[config.mk]
export PLATFORM = sky130hd
export DESIGN_NAME = touch_spi_reader
export DESIGN_NICKNAME = d
export VERILOG_FILES = /design/src/rtl/touch_spi_reader_pkg.sv /design/src/rtl/touch_spi_reader_spi_xfer24.sv /design/src/rtl/touch_spi_reader.sv
export SDC_FILE = /design/constraint.sdc
export NUM_CORES = 1
export LEC_CHECK = 0
export BUFFER_PORTS_ARGS = -buffer_cell sky130_fd_sc_hd__buf_4
export CORE_MARGIN = 4
export CORE_UTILIZATION = 37
export DETAILED_ROUTE_END_ITERATION = 12
export PLACE_DENSITY_LB_ADDON = 0.05
export REMOVE_ABC_BUFFERS = 1
export SLEW_MARGIN = 25
export SYNTH_ARGS = -nofsm -noshare
export SYNTH_HDL_FRONTEND = slang
export SYNTH_SLANG_ARGS = --single-unit
[constraint.sdc]
create_clock -name clk -period 4 [get_ports clk]
set_input_delay 0.4 -clock clk [delete_from_list [all_inputs] [get_ports clk]]
set_output_delay 0.4 -clock clk [all_outputs]
set_load 0.005 [all_outputs]
[src/rtl/touch_spi_reader_pkg.sv]
// Shared constants, FSM state type and helpers for the touch-panel SPI reader.
package touch_spi_reader_pkg;

  localparam logic [7:0] CMD_X = 8'hD0;
  localparam logic [7:0] CMD_Y = 8'h90;

  localparam int SCLK_PER_XFER     = 24;
  localparam int FIRST_SAMPLE_EDGE = 10;
  localparam int LAST_SAMPLE_EDGE  = 21;

  // Half-period boundaries counted from the chip-select falling edge:
  // odd boundaries are SCLK rising edges, even ones falling edges.
  localparam logic [5:0] HP_SAMPLE_FIRST = 6'(2 * FIRST_SAMPLE_EDGE - 1);
  localparam logic [5:0] HP_SAMPLE_LAST  = 6'(2 * LAST_SAMPLE_EDGE - 1);
  localparam logic [5:0] HP_CS_RISE      = 6'(2 * SCLK_PER_XFER + 1);
  localparam logic [5:0] HP_END          = 6'(2 * SCLK_PER_XFER + 2);

  typedef enum logic [2:0] {
    IDLE,
    XFER_X,
    GAP,
    XFER_Y,
    CALC,
    HOLD
  } state_e;

  function automatic logic [11:0] sat_sub12(input logic [11:0] a, input logic [11:0] b);
    return (a > b) ? a - b : 12'd0;
  endfunction

endpackage

[src/rtl/touch_spi_reader_spi_xfer24.sv]
// One 24-SCLK mode-0 SPI transaction: 8-bit command out, 12-bit conversion result in.
module spi_xfer24
  import touch_spi_reader_pkg::*;
#(
  parameter int CLK_DIV = 25
) (
  input  logic        clk,
  input  logic        reset,
  input  logic        start_i,
  input  logic [7:0]  cmd_i,
  input  logic        spi_miso_i,
  output logic        busy_o,
  output logic        done_o,
  output logic [11:0] data_o,
  output logic        spi_sclk_o,
  output logic        spi_mosi_o,
  output logic        spi_cs_n_o
);

  localparam logic [7:0] DIV_LAST = 8'(CLK_DIV - 1);

  logic        busy_q, busy_d;
  logic        done_q, done_d;
  logic [7:0]  div_q, div_d;
  logic [5:0]  hp_q, hp_d, hp_next;
  logic        sclk_q, sclk_d;
  logic        mosi_q, mosi_d;
  logic        cs_n_q, cs_n_d;
  logic [7:0]  cmd_q, cmd_d;
  logic [11:0] data_q, data_d;

  // NOTE: every variable gets its hold value before the branches, so no path leaves one unassigned and no latch is inferred.
  always_comb begin
    busy_d  = busy_q;
    done_d  = 1'b0;
    div_d   = div_q;
    hp_d    = hp_q;
    sclk_d  = sclk_q;
    mosi_d  = mosi_q;
    cs_n_d  = cs_n_q;
    cmd_d   = cmd_q;
    data_d  = data_q;
    hp_next = hp_q + 1'b1;

    if (!busy_q) begin
      if (start_i) begin
        busy_d = 1'b1;
        div_d  = '0;
        hp_d   = '0;
        cs_n_d = 1'b0;
        mosi_d = cmd_i[7];
        cmd_d  = {cmd_i[6:0], 1'b0};
      end
    end else if (div_q == DIV_LAST) begin
      div_d = '0;
      hp_d  = hp_next;
      if (hp_next == HP_END) begin
        busy_d = 1'b0;
        done_d = 1'b1;
      end else if (hp_next == HP_CS_RISE) begin
        cs_n_d = 1'b1;
      end else if (hp_next[0]) begin
        sclk_d = 1'b1;
        if (hp_next >= HP_SAMPLE_FIRST && hp_next <= HP_SAMPLE_LAST)
          data_d = {data_q[10:0], spi_miso_i};
      end else begin
        // Command bits drain out of cmd_q; zeros follow once it is empty.
        sclk_d = 1'b0;
        mosi_d = cmd_q[7];
        cmd_d  = {cmd_q[6:0], 1'b0};
      end
    end else begin
      div_d = div_q + 1'b1;
    end
  end

  // NOTE: state registers use non-blocking assignment so every flop samples pre-edge values.
  always_ff @(posedge clk or posedge reset) begin
    if (reset) begin
      busy_q <= 1'b0;
      done_q <= 1'b0;
      div_q  <= '0;
      hp_q   <= '0;
      sclk_q <= 1'b0;
      mosi_q <= 1'b0;
      cs_n_q <= 1'b1;
      cmd_q  <= '0;
      data_q <= '0;
    end else begin
      busy_q <= busy_d;
      done_q <= done_d;
      div_q  <= div_d;
      hp_q   <= hp_d;
      sclk_q <= sclk_d;
      mosi_q <= mosi_d;
      cs_n_q <= cs_n_d;
      cmd_q  <= cmd_d;
      data_q <= data_d;
    end
  end

  assign busy_o     = busy_q;
  assign done_o     = done_q;
  assign data_o     = data_q;
  assign spi_sclk_o = sclk_q;
  assign spi_mosi_o = mosi_q;
  assign spi_cs_n_o = cs_n_q;

endmodule

[src/rtl/touch_spi_reader.sv]
// Pen-down polling of an XPT2046-class controller and raw-to-screen coordinate mapping.
module touch_spi_reader
  import touch_spi_reader_pkg::*;
#(
  parameter int CLK_DIV     = 25,
  parameter int DEBOUNCE    = 50000,
  parameter int POLL_PERIOD = 500000,
  parameter int X_RAW_MIN   = 200,
  parameter int Y_RAW_MIN   = 200,
  parameter int X_SCALE     = 886,
  parameter int Y_SCALE     = 531,
  parameter int X_MAX       = 799,
  parameter int Y_MAX       = 479
) (
  input  logic        clk,
  input  logic        reset,
  input  logic        pen_irq_n,
  input  logic        spi_miso,
  output logic        spi_sclk,
  output logic        spi_mosi,
  output logic        spi_cs_n,
  output logic [10:0] gr_x,
  output logic [9:0]  gr_y,
  output logic        enable
);

  localparam int DW = $clog2(DEBOUNCE + 1);
  localparam int PW = $clog2(POLL_PERIOD + 1);
  localparam logic [DW-1:0] DEB_LAST  = DW'(DEBOUNCE - 1);
  localparam logic [PW-1:0] POLL_LAST = PW'(POLL_PERIOD - 1);
  localparam logic [8:0]    GAP_LAST  = 9'(2 * CLK_DIV - 1);
  localparam logic [11:0]   X_MIN_C   = 12'(X_RAW_MIN);
  localparam logic [11:0]   Y_MIN_C   = 12'(Y_RAW_MIN);
  localparam logic [23:0]   X_SCALE_C = 24'(X_SCALE);
  localparam logic [23:0]   Y_SCALE_C = 24'(Y_SCALE);
  localparam logic [11:0]   X_MAX_C   = 12'(X_MAX);
  localparam logic [11:0]   Y_MAX_C   = 12'(Y_MAX);

  state_e          state_q, state_d;
  logic [1:0]      sync_q;
  logic [DW-1:0]   deb_q, deb_d;
  logic            pen_down_q, pen_down_d;
  logic [PW-1:0]   poll_q, poll_d;
  logic [8:0]      step_q, step_d;
  logic [10:0]     gr_x_q, gr_x_d;
  logic [9:0]      gr_y_q, gr_y_d;
  logic            en_q, en_d;
  logic            xfer_start, xfer_busy, xfer_done, cap_x, cap_y;
  logic [7:0]      xfer_cmd;
  logic [11:0]     xfer_data, raw_x_q, raw_y_q, dx_q, dy_q, cx, cy;
  logic [23:0]     px_q, py_q;

  spi_xfer24 #(.CLK_DIV(CLK_DIV)) u_xfer (
    .clk        (clk),
    .reset      (reset),
    .start_i    (xfer_start),
    .cmd_i      (xfer_cmd),
    .spi_miso_i (spi_miso),
    .busy_o     (xfer_busy),
    .done_o     (xfer_done),
    .data_o     (xfer_data),
    .spi_sclk_o (spi_sclk),
    .spi_mosi_o (spi_mosi),
    .spi_cs_n_o (spi_cs_n)
  );

  // Debounce counts consecutive disagreeing samples; it is frozen while chip select is low.
  always_comb begin
    deb_d      = deb_q;
    pen_down_d = pen_down_q;
    if (spi_cs_n) begin
      if (!sync_q[1] == pen_down_q) begin
        deb_d = '0;
      end else if (deb_q == DEB_LAST) begin
        deb_d      = '0;
        pen_down_d = !sync_q[1];
      end else begin
        deb_d = deb_q + 1'b1;
      end
    end
  end

  assign cx = px_q[23:12];
  assign cy = py_q[23:12];

  always_comb begin
    state_d    = state_q;
    step_d     = step_q;
    poll_d     = (poll_q == POLL_LAST) ? poll_q : poll_q + 1'b1;
    en_d       = en_q & pen_down_q;
    gr_x_d     = gr_x_q;
    gr_y_d     = gr_y_q;
    xfer_start = 1'b0;
    xfer_cmd   = CMD_X;
    cap_x      = 1'b0;
    cap_y      = 1'b0;
    case (state_q)
      IDLE: if (pen_down_q && !xfer_busy) begin
        xfer_start = 1'b1;
        poll_d     = '0;
        state_d    = XFER_X;
      end
      XFER_X: if (xfer_done) begin
        cap_x   = 1'b1;
        step_d  = '0;
        state_d = pen_down_q ? GAP : IDLE;
      end
      GAP: begin
        if (!pen_down_q) begin
          state_d = IDLE;
        end else if (step_q == GAP_LAST) begin
          xfer_start = 1'b1;
          xfer_cmd   = CMD_Y;
          state_d    = XFER_Y;
        end else begin
          step_d = step_q + 1'b1;
        end
      end
      XFER_Y: if (xfer_done) begin
        cap_y   = 1'b1;
        step_d  = '0;
        state_d = CALC;
      end
      CALC: begin
        step_d = step_q + 1'b1;
        if (step_q == 9'd2) begin
          if (pen_down_q) begin
            gr_x_d  = (cx > X_MAX_C) ? X_MAX_C[10:0] : cx[10:0];
            gr_y_d  = (cy > Y_MAX_C) ? Y_MAX_C[9:0] : cy[9:0];
            en_d    = 1'b1;
            state_d = HOLD;
          end else begin
            state_d = IDLE;
          end
        end
      end
      HOLD: if (poll_q == POLL_LAST) begin
        if (pen_down_q) begin
          xfer_start = 1'b1;
          poll_d     = '0;
          state_d    = XFER_X;
        end else begin
          state_d = IDLE;
        end
      end
      default: state_d = IDLE;
    endcase
  end

  always_ff @(posedge clk or posedge reset) begin
    if (reset) begin
      state_q    <= IDLE;
      sync_q     <= 2'b11;
      deb_q      <= '0;
      pen_down_q <= 1'b0;
      poll_q     <= '0;
      step_q     <= '0;
      gr_x_q     <= '0;
      gr_y_q     <= '0;
      en_q       <= 1'b0;
    end else begin
      state_q    <= state_d;
      sync_q     <= {sync_q[0], pen_irq_n};
      deb_q      <= deb_d;
      pen_down_q <= pen_down_d;
      poll_q     <= poll_d;
      step_q     <= step_d;
      gr_x_q     <= gr_x_d;
      gr_y_q     <= gr_y_d;
      en_q       <= en_d;
    end
  end

  // NOTE: the arithmetic pipeline has no reset; its contents only matter in CALC after fresh captures.
  always_ff @(posedge clk) begin
    if (cap_x) raw_x_q <= xfer_data;
    if (cap_y) raw_y_q <= xfer_data;
    dx_q <= sat_sub12(raw_x_q, X_MIN_C);
    dy_q <= sat_sub12(raw_y_q, Y_MIN_C);
    px_q <= {12'd0, dx_q} * X_SCALE_C;
    py_q <= {12'd0, dy_q} * Y_SCALE_C;
  end

  assign gr_x   = gr_x_q;
  assign gr_y   = gr_y_q;
  assign enable = en_q;

endmodule

# Yosys cells after proc, flatten, opt, wreduce, memory -nomap -nowiden
# Cells that the tools add are included.
# totals
register_bits,202
inputBits,4
output_inout_bits,25
wordCells,157
# classes
addsub,7
mul,2
n_lt_le_gt_ge,6
eq_ne,27
n_mux,70
n_bitwise,4
reduce_logical,17
# ops
operator,n
19-bit 2-to-1 mux,4
8-bit 2-to-1 mux,9
19-bit one-hot mux with 2 select lines,1
16-bit 2-to-1 mux,2
1-bit 2-to-1 mux,31
9-bit 2-to-1 mux,3
9-bit one-hot mux with 3 select lines,1
12-bit by 8-bit greater-than comparator with 1-bit output (second input constant),2
3-bit 2-to-1 mux,8
12-bit by 8-bit subtractor with 12-bit output (second input constant),2
12-bit by 10-bit multiplier with 22-bit output (second input constant),1
12-bit by 9-bit multiplier with 21-bit output (second input constant),1
7-bit 2-to-1 mux,3
10-bit 2-to-1 mux,2
2-bit != test (second input constant),10
19-bit by 1-bit adder with 19-bit output (second input constant),1
19-bit == test (second input constant),1
6-bit 2-to-1 mux,3
3-bit one-hot mux with 6 select lines,1
16-bit by 1-bit adder with 16-bit output (second input constant),1
16-bit == test (second input constant),1
6-bit == test (second input constant),2
4-bit AND reduction,3
6-bit AND reduction,2
other kinds (29),38

# Logic depth before layout (Yosys ltp)
# Gate-level depths: netlist of the first run.
# depth
ltp_word,6
mapped_depth,17
mapped_depth_nobuf,17

# Modules after synthesis
# A second synthesis of the first run with hierarchy kept.
# hier_totals
cells_unflattened,1110
hier_area_um2,11368.4
# by_module_without_submodules
module,instances,cells_each,area_each_um2,seq_area_each_um2
touch_spi_reader,1,923,9235.1,3380.7
spi_xfer24,1,187,2133.3,952.2

# Worst setup path before layout of the first run
# Ideal clock, no wire load.
# synth_timing
path_kind,register to register
from,register dx_q[3]
to,register px_q[21]
setup_ns,0.072
arrival_time_ns,4.016
t_required_ns,3.928
setup_slack_ns,-0.089
path_stages_with_launch,17
n_path_buf,0
synth_period_minus_slack_ns,4.089
path_cell_list,dfxtp_1 > inv_1 > fa_1 > inv_1 > ha_1 > inv_1 > fa_1 > inv_1 > fa_1 > ha_1 > a2111oi_0 > o21ai_0 > a21oi_1 > o31ai_1 > a21o_1 > a21oi_1 > xnor2_1
# synth_between
elab_chain_cells,1
# synth_rtl
element,line_no,text
"start, declared",touch_spi_reader.sv:50,"logic [11:0] xfer_data, raw_x_q, raw_y_q, dx_q, dy_q, cx, cy;"
"start signal, assigned",touch_spi_reader.sv:178,"dx_q <= sat_sub12(raw_x_q, X_MIN_C);"
12-bit by 9-bit multiplier with 21-bit output,touch_spi_reader.sv:180,"px_q <= {12'd0, dx_q} * X_SCALE_C;"
"end signal, assigned",touch_spi_reader.sv:180,
"end, declared",touch_spi_reader.sv:51,"logic [23:0] px_q, py_q;"
# Every way passes these cells.
# A chain may end at the register's enable or synchronous reset.

# Worst setup path after layout of the first run
# Same ends and word-level chain as after synthesis.

==> qor.yml, run 1 <==
cts_max_level: 4
slowest_stage: "fa_2"
dp_hpwl_um: 16200
totalWireLength_um: 21200
pwr-share-seq: 0.512
detail_route.wl_per_cell_um: 13.8
endpoint: "px_q[21]$_DFF_P_"
netlist.area_leader.share: 0.238
hold_viol: 0
required_ns: 4.32
hp-class: "input pin to register"
p_int_mw: 2.72
worst_setup_path_start_kind: "register"
overflow: 0
die_area_mm2: 0.0317
clk_latency_ns: 0.43
nets: 1320
final_util: 0.443
numCtsBuffers: 17
setup_violations: 1
antenna_found_initial: 0
firstDrtPassIters: 4
clkTransAtPathRegs_ns: 0.07
die_w_um: 178
antenna_cells: 0
ys_ff_latch: 173
leakagePower_nw: 5.87
timing.rr.end: "px_q[21]$_DFF_P_"
grt_setup_unrepaired: "true"
root_buffer: "clkbuf_16"
fmax_ghz: 0.250
portBuffers: 27
swShare: 0.214
grt_usage: 0.145
fin_cells: 1534
worstSetupPathType: "register to register"
slowest_delay_ns: 0.57
dp_slack_ns: -0.417
ant_nets: 0
ys_seq_area_frac: 0.395
area.sequential_mm2: 0.00425
power_density_mw_per_mm2: 277
yosysTopAreaCell: "dfrtp_1"
initialDrtViolationCount: 299
relSlewSlack: 0.458
combPwrFrac: 0.007
violations: "setup timing"
r2r_slack_ns: -0.002
core_area_mm2: 0.0282
path_common_cell: "inv_1"
synth_edf_count: 24
setup-tns-final_ns: -0.00170
finalPower_mw: 3.46
synthCells: 1060
fp-row-count: 61
die_y_um: 178
area_growth_pct: 16.6
worst_slew_pin_slew_ns: 0.814
p_clk_frac: 0.480
start_util: 0.380
async_reset_ff_frac: 0.607
r2r-start: "dx_q[3]$_SDFF_PP0_"
cp_max_fo: 3
synth_area_leaders: "dfrtp_1, ha_1, fa_1"
clockBufferDepth: 2
peakVddDrop_uv: 195
ys.flop_type: "dfrtp_1"
cp.arrival_ns: 4.32
dp.cells: 1503
grt_pass1_wl_um: 37000
power.net_switching_uw: 742
final_max_slew_viol_count: 0
multiInputGateArea_mm2: 0.00608
ff2ff_path_depth: 17
finalCritPeriodShare: 1.00
crit_start: "dx_q[3]$_SDFF_PP0_"
drive_gt1_frac: 0.165
worstPathCellList: "inv_2 -> fa_1 -> inv_1 -> ha_1 -> inv_1 -> fa_1 -> inv_1 -> fa_2 -> ha_4 -> buf_4 -> a21oi_1 -> a21oi_2 -> a21oi_4 -> o31ai_4 -> a21o_1 -> a21oi_2 -> xnor2_1"
finalCriticalPeriod_ns: 4.00
ys_warn_count: 0
place_congestion: 0.787
timing.hold.ws_ns: 0.0764
avgSynthCellArea_um2: 10.1
synth.cell_area_mm2: 0.0107
fin_area_mm2: 0.0125
post-route-drc-count: 0
ctsHoldBuffers: 0
postPlaceCellArea_mm2: 0.0117
cts_tree: "yes"
cp-end-kind: "register"
synth_cell_types: 71
vias: 7253
viasPerCell: 4.73
setup_slack_ns: -0.00170
cts.sinks: 173
cap_viol_max_count: 0
grt_pass1_vias: 7578
status: "finished with violations"
nFillCells: 2712
fin_skew_ns: 0.0172
grt_max_degree: 65
io_pins: 29
[worst min path at each step]
| stage | from | end | slack [ns] | cells after the start |
|---|---|---|---|---|
| floorplan | sync_q[0]$_DFF_PP1_ | sync_q[1]$_DFF_PP1_ | 0.35 | 0 |
| global placement | sync_q[0]$_DFF_PP1_ | sync_q[1]$_DFF_PP1_ | 0.35 | 0 |
| detailed placement | sync_q[0]$_DFF_PP1_ | sync_q[1]$_DFF_PP1_ | 0.35 | 0 |
| CTS | pen_irq_n | sync_q[0]$_DFF_PP1_ | 0.05 | 1 |
| global route | pen_irq_n | sync_q[0]$_DFF_PP1_ | 0.05 | 1 |
| finish | pen_irq_n | sync_q[0]$_DFF_PP1_ | 0.08 | 1 |
[synth_stat cells, drive strengths merged, types with 13 or more instances]
| cell type | count |
|---|---|
| xnor2 | 26 |
| fa | 49 |
| o21ai | 30 |
| a21oi | 27 |
| nor3 | 22 |
| clkbuf | 16 |
| nor2 | 115 |
| nand3 | 29 |
| xor2 | 46 |
| inv | 123 |
| nand2 | 92 |
| mux2 | 13 |
| edfxtp | 24 |
| dfxtp | 44 |
| nor2b | 15 |
| nand4 | 18 |
| dfrtp | 102 |
| ha | 124 |
[flip-flops by register name, indices dropped and copies added (netlist names), 2 cells and up]
register	flops
state_q	3
u_xfer.hp_q	6
u_xfer.data_o	12
dx_q	12
py_q	10
raw_x_q	12
poll_q	19
step_q	9
px_q	10
u_xfer.cmd_q	3
dy_q	12
gr_x	10
deb_q	16
gr_y	10
sync_q	2
u_xfer.div_q	8
raw_y_q	12
[worst max-delay path: cells and delay by family, from the launching register on]
| family | cells | cell delay (ns) |
|---|---|---|
| compound gates | 6 | 1.05 |
| flops | 1 | 0.36 |
| buf+inv | 5 | 0.31 |
| fa+ha+maj | 5 | 2.09 |
| xor+xnor | 1 | 0.08 |
[cell usage in the layout, fill, tap and decap left out, types with 13 or more instances in the layout]
cell and n:
ha_1 118, nor2_1 115, inv_1 111, dfrtp_1 102, nand2_1 91, buf_4 84, xor2_1 46, fa_1 46
dfxtp_1 36, nand3_1 29, xnor2_1 26, o21ai_0 26, edfxtp_1 24, nor3_1 20, a21oi_1 19, nand4_1 18
clkbuf_16 18, nor2b_1 14, mux2_2 13
[cells by family after synthesis]
| group | share of synthesized area |
|---|---|
| AO/OA/AOI/OAI | 0.0798 |
| XOR/XNOR | 0.0589 |
| adder cells (fa/ha/maj) | 0.237 |
| buffers and inverters | 0.0511 |
| flip-flops | 0.395 |
| multiplexers | 0.0184 |
| other | 0.000350 |
| AND/OR/NAND/NOR | 0.159 |
[metal layers]
metal	GRT usage	part of all wire	up-vias	routed length (um)
li1	-	-	3743	-
met1	0.196	0.50	3445	10500
met2	0.242	0.47	51	9940
met3	0.0248	0.024	14	518
met4	0.0374	0.011	0	227
met5	0	0	-	0
[cell type report]
class,count,area share
Sequential cell,173,0.340
Clock buffer,23,0.0392
Timing Repair Buffer,84,0.0505
Multi-Input combinational cell,744,0.487
Inverter,123,0.0372
Tap cell,378,0.0379
Clock inverter,9,0.00782
[what timing repair did]
item,4_1_cts,5_1_grt
pin swaps,13,31
resized for setup,23,28
endpoints found under the setup margin,9,10
setup buffers,0,0
[power groups by stage]
stage	clock [mW]	sequential (mW)	combinational, mW
after floorplan	0	1.81	0.0159
after global placement	0	1.81	0.0281
after detailed placement	0	1.81	0.0288
after CTS	1.73	1.77	0.0287
after global routing	1.79	1.77	0.0318
final	1.66	1.77	0.0257
(Power assumes the default switching activity.)
==> run 2: changes to the inputs <==
==> constraint.sdc (replaced) <==
create_clock -name clk -period 3.6 [get_ports clk]
set_input_delay 0.36 -clock clk [delete_from_list [all_inputs] [get_ports clk]]
set_output_delay 0.36 -clock clk [all_outputs]
set_load 0.005 [all_outputs]
==> run 2 against run 1 <==
Power is 9.2% higher. Highest routed layer unchanged. Maximum frequency is 1.2% higher. Global-route usage is 0.19 points higher. First-iteration DRC count decreased by 3.0%. Sequential power is 11% higher. Critical endpoint is now px_q[13]$_DFF_P_. Largest cell class unchanged. The flow still finishes with violations (setup timing).
==> qor.yml, run 2 (synthesis results as in run 1) <==
grt_usage: 0.147  # was 0.145
initialDrtViolationCount: 290  # was 299
grtUsageMet2: 0.250  # was 0.242
core_area_mm2: 0.0282  # unchanged
r2r-start: "dx_q[2]$_SDFF_PP0_"  # was dx_q[3]$_SDFF_PP0_
fin_skew_ns: 0.0100  # was 0.0172 ns
cts_max_level: 4  # unchanged
hp-class: "input pin to register"  # unchanged
cts.sinks: 173  # unchanged
viasPerCell: 4.74  # was 4.73
ctsHoldBuffers: 0  # unchanged
firstDrtPassIters: 5  # was 4
grt_max_degree: 72  # was 65
fin_cells: 1561  # was 1534
finalCriticalPeriod_ns: 3.95  # was 4.00 ns
top_usage_layer: "met2"  # unchanged
cp.arrival_ns: 4.31  # was 4.32 ns
drive_gt1_frac: 0.215  # was 0.165
post-route-drc-count: 0  # unchanged
vias: 7396  # was 7253
detail_route.wl_per_cell_um: 13.9  # was 13.8 um
finalPower_mw: 3.78  # was 3.46 mW
clkTransAtPathRegs_ns: 0.07  # about the same
fmax_ghz: 0.253  # was 0.250 GHz
antenna_found_initial: 0  # unchanged
regMostFlops: "poll_q"  # unchanged
setup-tns-final_ns: -2.01  # was -0.00170 ns
root_buffer: "clkbuf_16"  # unchanged
violations: "setup timing"  # unchanged
hold_viol: 0  # unchanged
cts_tree: "yes"  # unchanged
layout_commonest_cell: "inv_1"  # was ha_1
portBuffers: 27  # unchanged
final_cell_mix: "inv_1, nor2_1, buf_4"  # was ha_1, nor2_1, inv_1
finalCritPeriodShare: 1.10  # was 1.00
grt_setup_unrepaired: "true"  # unchanged
crit_start: "dx_q[2]$_SDFF_PP0_"  # was dx_q[3]$_SDFF_PP0_
cap_viol_max_count: 0  # unchanged
nets: 1347  # was 1320
dp_slack_ns: -0.912  # was -0.417 ns
dp_hpwl_um: 16300  # was 16200 um
grt_pass1_wl_um: 37800  # was 37000 um
final_max_slew_viol_count: 0  # unchanged
required_ns: 3.96  # was 4.32 ns
hold_path_startpoint: "pen_irq_n"  # unchanged
ant_nets: 0  # unchanged
die_area_mm2: 0.0317  # unchanged
power_density_mw_per_mm2: 292  # was 277 mW/mm2
grtUsageMet1: 0.197  # was 0.196
status: "finished with violations"  # unchanged
antenna_cells: 0  # unchanged
nFillCells: 2658  # was 2712
totalWireLength_um: 21600  # was 21200 um
grt_pass1_vias: 7798  # was 7578
use_met3: 0.0250  # was 0.0248
peakVddDrop_uv: 223  # was 195 uV
clockBufferDepth: 2  # unchanged
die_y_um: 178  # unchanged
overflow: 0  # unchanged
setup_violations: 10  # was 1
cp-end-kind: "register"  # unchanged
area_growth_pct: 20.9  # was 16.6%
relSlewSlack: 0.398  # was 0.458
final_util: 0.459  # was 0.443
worst_slew_pin_slew_ns: 0.903  # was 0.814 ns
leakagePower_nw: 6.01  # was 5.87 nW
place_congestion: 0.786  # was 0.787
worstSetupPathType: "register to register"  # unchanged
numCtsBuffers: 17  # unchanged
io_pins: 29  # unchanged
start_util: 0.380  # unchanged
dp.cells: 1528  # was 1503
biggestRegsByFlops: "poll_q (19), deb_q (16)"  # unchanged
largest_reg_flops: 19  # unchanged
worst_setup_path_start_kind: "register"  # unchanged
die_w_um: 178  # unchanged
setup_slack_ns: -0.353  # was -0.00170 ns
clk_latency_ns: 0.43  # about the same
cp_max_fo: 2  # was 3
fp-row-count: 61  # unchanged
run 2: changes by cell type in the layout (fill, tap and decap cells not counted), moves of 4 or more:
cell	before	now
buf_4	84	108
ha_1	118	105
ha_4	5	16
dfxtp_1	36	29
dfxtp_2	6	11
inv_2	11	7
inv_8	1	5
run 2: worst paths after layout:
path	end	slack, ns	depth (start not counted)
hold / removal	sync_q[0]$_DFF_PP1_	0.04	1
max in group asynchronous	gr_y[2]$_DFFE_PP0P_	2.64	3
setup reg to reg	px_q[13]$_DFF_P_	-0.35	14
setup / recovery	px_q[13]$_DFF_P_	-0.35	14
hold reg to reg	sync_q[1]$_DFF_PP1_	0.36	0
min in group asynchronous	poll_q[10]$_DFF_PP0_	0.12	2
run 2: layer usage:
metal,up-vias,share of wire
met4,0,0.0055
met3,8,0.015
met5,-,0
met1,3549,0.49
met2,46,0.49
li1,3793,-
run 2: metrics by stage:
stage / hold slack (ns) / area [um2]
floorplan: 0.345 / 10600
global placement: 0.345 / 11900
detailed placement: 0.349 / 11900
CTS: 0.0144 / 12800
global route: 0.00962 / 12900
finish: 0.0365 / 12900
run 2: report_power, final:
| group | switching (mW) | leakage [nW] | total [mW] | internal [mW] |
|---|---|---|---|---|
| Combinational | 0.0248 | 3.77 | 0.0287 | 0.00390 |
| Clock | 0.860 | 0.273 | 1.78 | 0.921 |
| Sequential | 0.000469 | 1.96 | 1.97 | 1.97 |
| Total | 0.885 | 6.01 | 3.78 | 2.89 |
run 2: area by class of cell:
cell class	instances	area, um2	area share
timing repair buffer	111	845	0.0653
sequential	173	4260	0.329
inverter	123	469	0.0363
clock inverter	15	144	0.0111
multi-input combinational	744	6320	0.489
tap	378	473	0.0366
clock buffer	17	425	0.0329
run 2: critical path, stage by stage, from the launching register on:
cell and delay (ns):
dfxtp_2 0.33, fa_2 0.38, fa_1 0.50, inv_2 0.04, fa_1 0.52, inv_1 0.04
fa_1 0.53, ha_4 0.23, a2111oi_4 0.30, o21ai_2 0.15, buf_6 0.15, a31o_4 0.22
a21o_1 0.20, a21oi_2 0.15, xnor2_1 0.12
run 2: timing repair:
action,CTS,global route
buffers inserted,3,0
pin swaps,52,22
gates resized for setup,72,25
endpoints found under the setup margin,16,16
hold endpoints to repair,0,0
==> run 3: changes to the inputs <==
--- a/config.mk
+++ b/config.mk
@@ -11,6 +11,7 @@
 export DETAILED_ROUTE_END_ITERATION = 12
 export PLACE_DENSITY_LB_ADDON = 0.05
 export REMOVE_ABC_BUFFERS = 1
+export SETUP_SLACK_MARGIN = 0.05
 export SLEW_MARGIN = 25
 export SYNTH_ARGS = -nofsm -noshare
 export SYNTH_HDL_FRONTEND = slang
==> run 3 against run 2 <==
The flow still finishes with violations (setup timing). Sequential share of layout area is 0.15 points lower. Global-route usage hardly changed. Count of clock-buffer cells in the layout stayed put. First-iteration DRC count is 0.34% lower. Clock skew is 0.0024 ns higher. Utilization is 0.23 points higher. Sequential cell count stayed put. Hold slack worse by 0.0071 ns. Non-clock buffer count stayed put. Critical path type unchanged. Largest cell class unchanged.
==> qor.yml, run 3 (synthesis results as in run 1) <==
drive_gt1_frac: 0.222  # was 0.215
firstDrtPassIters: 5  # unchanged
vias: 7427  # was 7396
r2r_slack_ns: -0.35  # about the same
worst_slew_pin_slew_ns: 0.908  # was 0.903 ns
portBuffers: 27  # unchanged
post-route-drc-count: 0  # unchanged
ant_nets: 0  # unchanged
multiInputGateArea_mm2: 0.00638  # was 0.00632 mm2
cp.arrival_ns: 4.31  # about the same
finalCriticalPeriod_ns: 3.95  # about the same
worst_setup_path_start_kind: "register"  # unchanged
overflow: 0  # unchanged
worstSetupPathType: "register to register"  # unchanged
antenna_cells: 0  # unchanged
timing.hold.ws_ns: 0.0294  # was 0.0365 ns
io_pins: 29  # unchanged
violations: "setup timing"  # unchanged
dp_slack_ns: -0.912  # unchanged
peakVddDrop_uv: 226  # was 223 uV
root_buffer: "clkbuf_16"  # unchanged
cts_max_level: 4  # unchanged
initialDrtViolationCount: 289  # was 290
hp-class: "input pin to register"  # unchanged
hold_viol: 0  # unchanged
cts_tree: "yes"  # unchanged
regMostFlops: "poll_q"  # unchanged
grt_setup_unrepaired: "true"  # unchanged
postPlaceCellArea_mm2: 0.0119  # unchanged
core_area_mm2: 0.0282  # unchanged
cp_max_fo: 2  # unchanged
grt_usage: 0.147  # about the same
p_int_mw: 2.89  # about the same
status: "finished with violations"  # unchanged
antenna_found_initial: 0  # unchanged
relSlewSlack: 0.395  # was 0.398
area_growth_pct: 21.5  # was 20.9%
place_congestion: 0.786  # unchanged
grt_max_degree: 72  # unchanged
pwr-share-seq: 0.520  # was 0.521
fin_skew_ns: 0.0125  # was 0.0100 ns
die_area_mm2: 0.0317  # unchanged
viasPerCell: 4.76  # was 4.74
biggestRegsByFlops: "poll_q (19), deb_q (16)"  # unchanged
leakagePower_nw: 6.00  # was 6.01 nW
detail_route.wl_per_cell_um: 13.9  # about the same
swShare: 0.235  # was 0.234
grt_pass1_wl_um: 37800  # about the same
required_ns: 3.96  # about the same
clockBufferDepth: 2  # unchanged
setup_slack_ns: -0.351  # was -0.353 ns
nets: 1347  # unchanged
cap_viol_max_count: 0  # unchanged
setup_violations: 10  # unchanged
final_util: 0.462  # was 0.459
fp-row-count: 61  # unchanged
p_clk_frac: 0.472  # about the same
final_cell_mix: "nor2_1, inv_1, buf_4"  # was inv_1, nor2_1, buf_4
die_w_um: 178  # unchanged
power.net_switching_uw: 890  # was 885 uW
clkTransAtPathRegs_ns: 0.07  # about the same
nFillCells: 2652  # was 2658
area.sequential_mm2: 0.00426  # about the same
die_y_um: 178  # unchanged
clk_latency_ns: 0.43  # about the same
largest_reg_flops: 19  # unchanged
dp.cells: 1528  # unchanged
numCtsBuffers: 17  # unchanged
finalCritPeriodShare: 1.10  # about the same
cp-end-kind: "register"  # unchanged
fin_cells: 1561  # unchanged
combPwrFrac: 0.008  # about the same
cts.sinks: 173  # unchanged
power_density_mw_per_mm2: 291  # was 292 mW/mm2
final_max_slew_viol_count: 0  # unchanged
start_util: 0.380  # unchanged
grt_pass1_vias: 7810  # was 7798
fmax_ghz: 0.253  # about the same
totalWireLength_um: 21700  # was 21600 um
fin_area_mm2: 0.0130  # was 0.0129 mm2
dp_hpwl_um: 16300  # unchanged
-- run 3: metal layers --
layer | wire, um | track usage | share of wire | vias up
met1 | 10600 | 0.197 | 0.49 | 3571
met4 | 218 | 0.0332 | 0.010 | 0
met5 | 0 | 0 | 0 | -
met2 | 10500 | 0.251 | 0.48 | 43
li1 | - | - | - | 3795
met3 | 413 | 0.0250 | 0.019 | 18
-- run 3: through the flow --
step	total power [mW]	setup TNS [ns]
after global placement	2.04	-6.07
after floorplan	2.03	-2.92
after detailed placement	2.04	-7.23
after CTS	3.85	-2.13
after global routing	3.94	-3.85
final	3.78	-2.01
-- run 3: worst max-delay path, cell delays in order (launching register included) --
cell and delay [ns]:
dfxtp_2 0.33, fa_2 0.38, fa_1 0.50, inv_2 0.04, fa_1 0.52, inv_1 0.04, fa_1 0.53, ha_4 0.23
a2111oi_4 0.30, o21ai_2 0.15, buf_6 0.15, a31o_4 0.22, a21o_1 0.20, a21oi_2 0.15, xnor2_1 0.12
-- run 3: final cells by class --
type	count	share of cell area
flip-flops and latches	173	0.328
clock buffers	17	0.0327
inverters	123	0.0361
clock inverters	15	0.0111
multi-input cells	744	0.491
well taps	378	0.0364
repair buffers	111	0.0650
-- run 3: power by group through the flow --
stage	logic [mW]	registers [mW]	clock network, mW
final	0.0288	1.97	1.78
after detailed placement	0.0314	2.01	0
after global placement	0.0311	2.01	0
after floorplan	0.0176	2.01	0
after global routing	0.0345	1.97	1.94
after CTS	0.0314	1.97	1.85
-- run 3: worst paths after layout --
path                                           from              endpoint  cells after the start
max in group asynchronous                     reset   gr_y[2]$_DFFE_PP0P_                      3
worst min-delay path                      pen_irq_n   sync_q[0]$_DFF_PP1_                      1
worst min register to register  sync_q[0]$_DFF_PP1_   sync_q[1]$_DFF_PP1_                      0
worst max-delay path             dx_q[2]$_SDFF_PP0_      px_q[13]$_DFF_P_                     14
min in group asynchronous                     reset  poll_q[10]$_DFF_PP0_                      2
worst max register to register   dx_q[2]$_SDFF_PP0_      px_q[13]$_DFF_P_                     14
-- run 3: timing repair --
item,4_1_cts,5_1_grt
endpoints found under the hold margin,0,0
pin swaps,53,29
setup endpoints to repair,16,17
hold buffers,0,0
buffers inserted,3,0
resized for setup,74,36
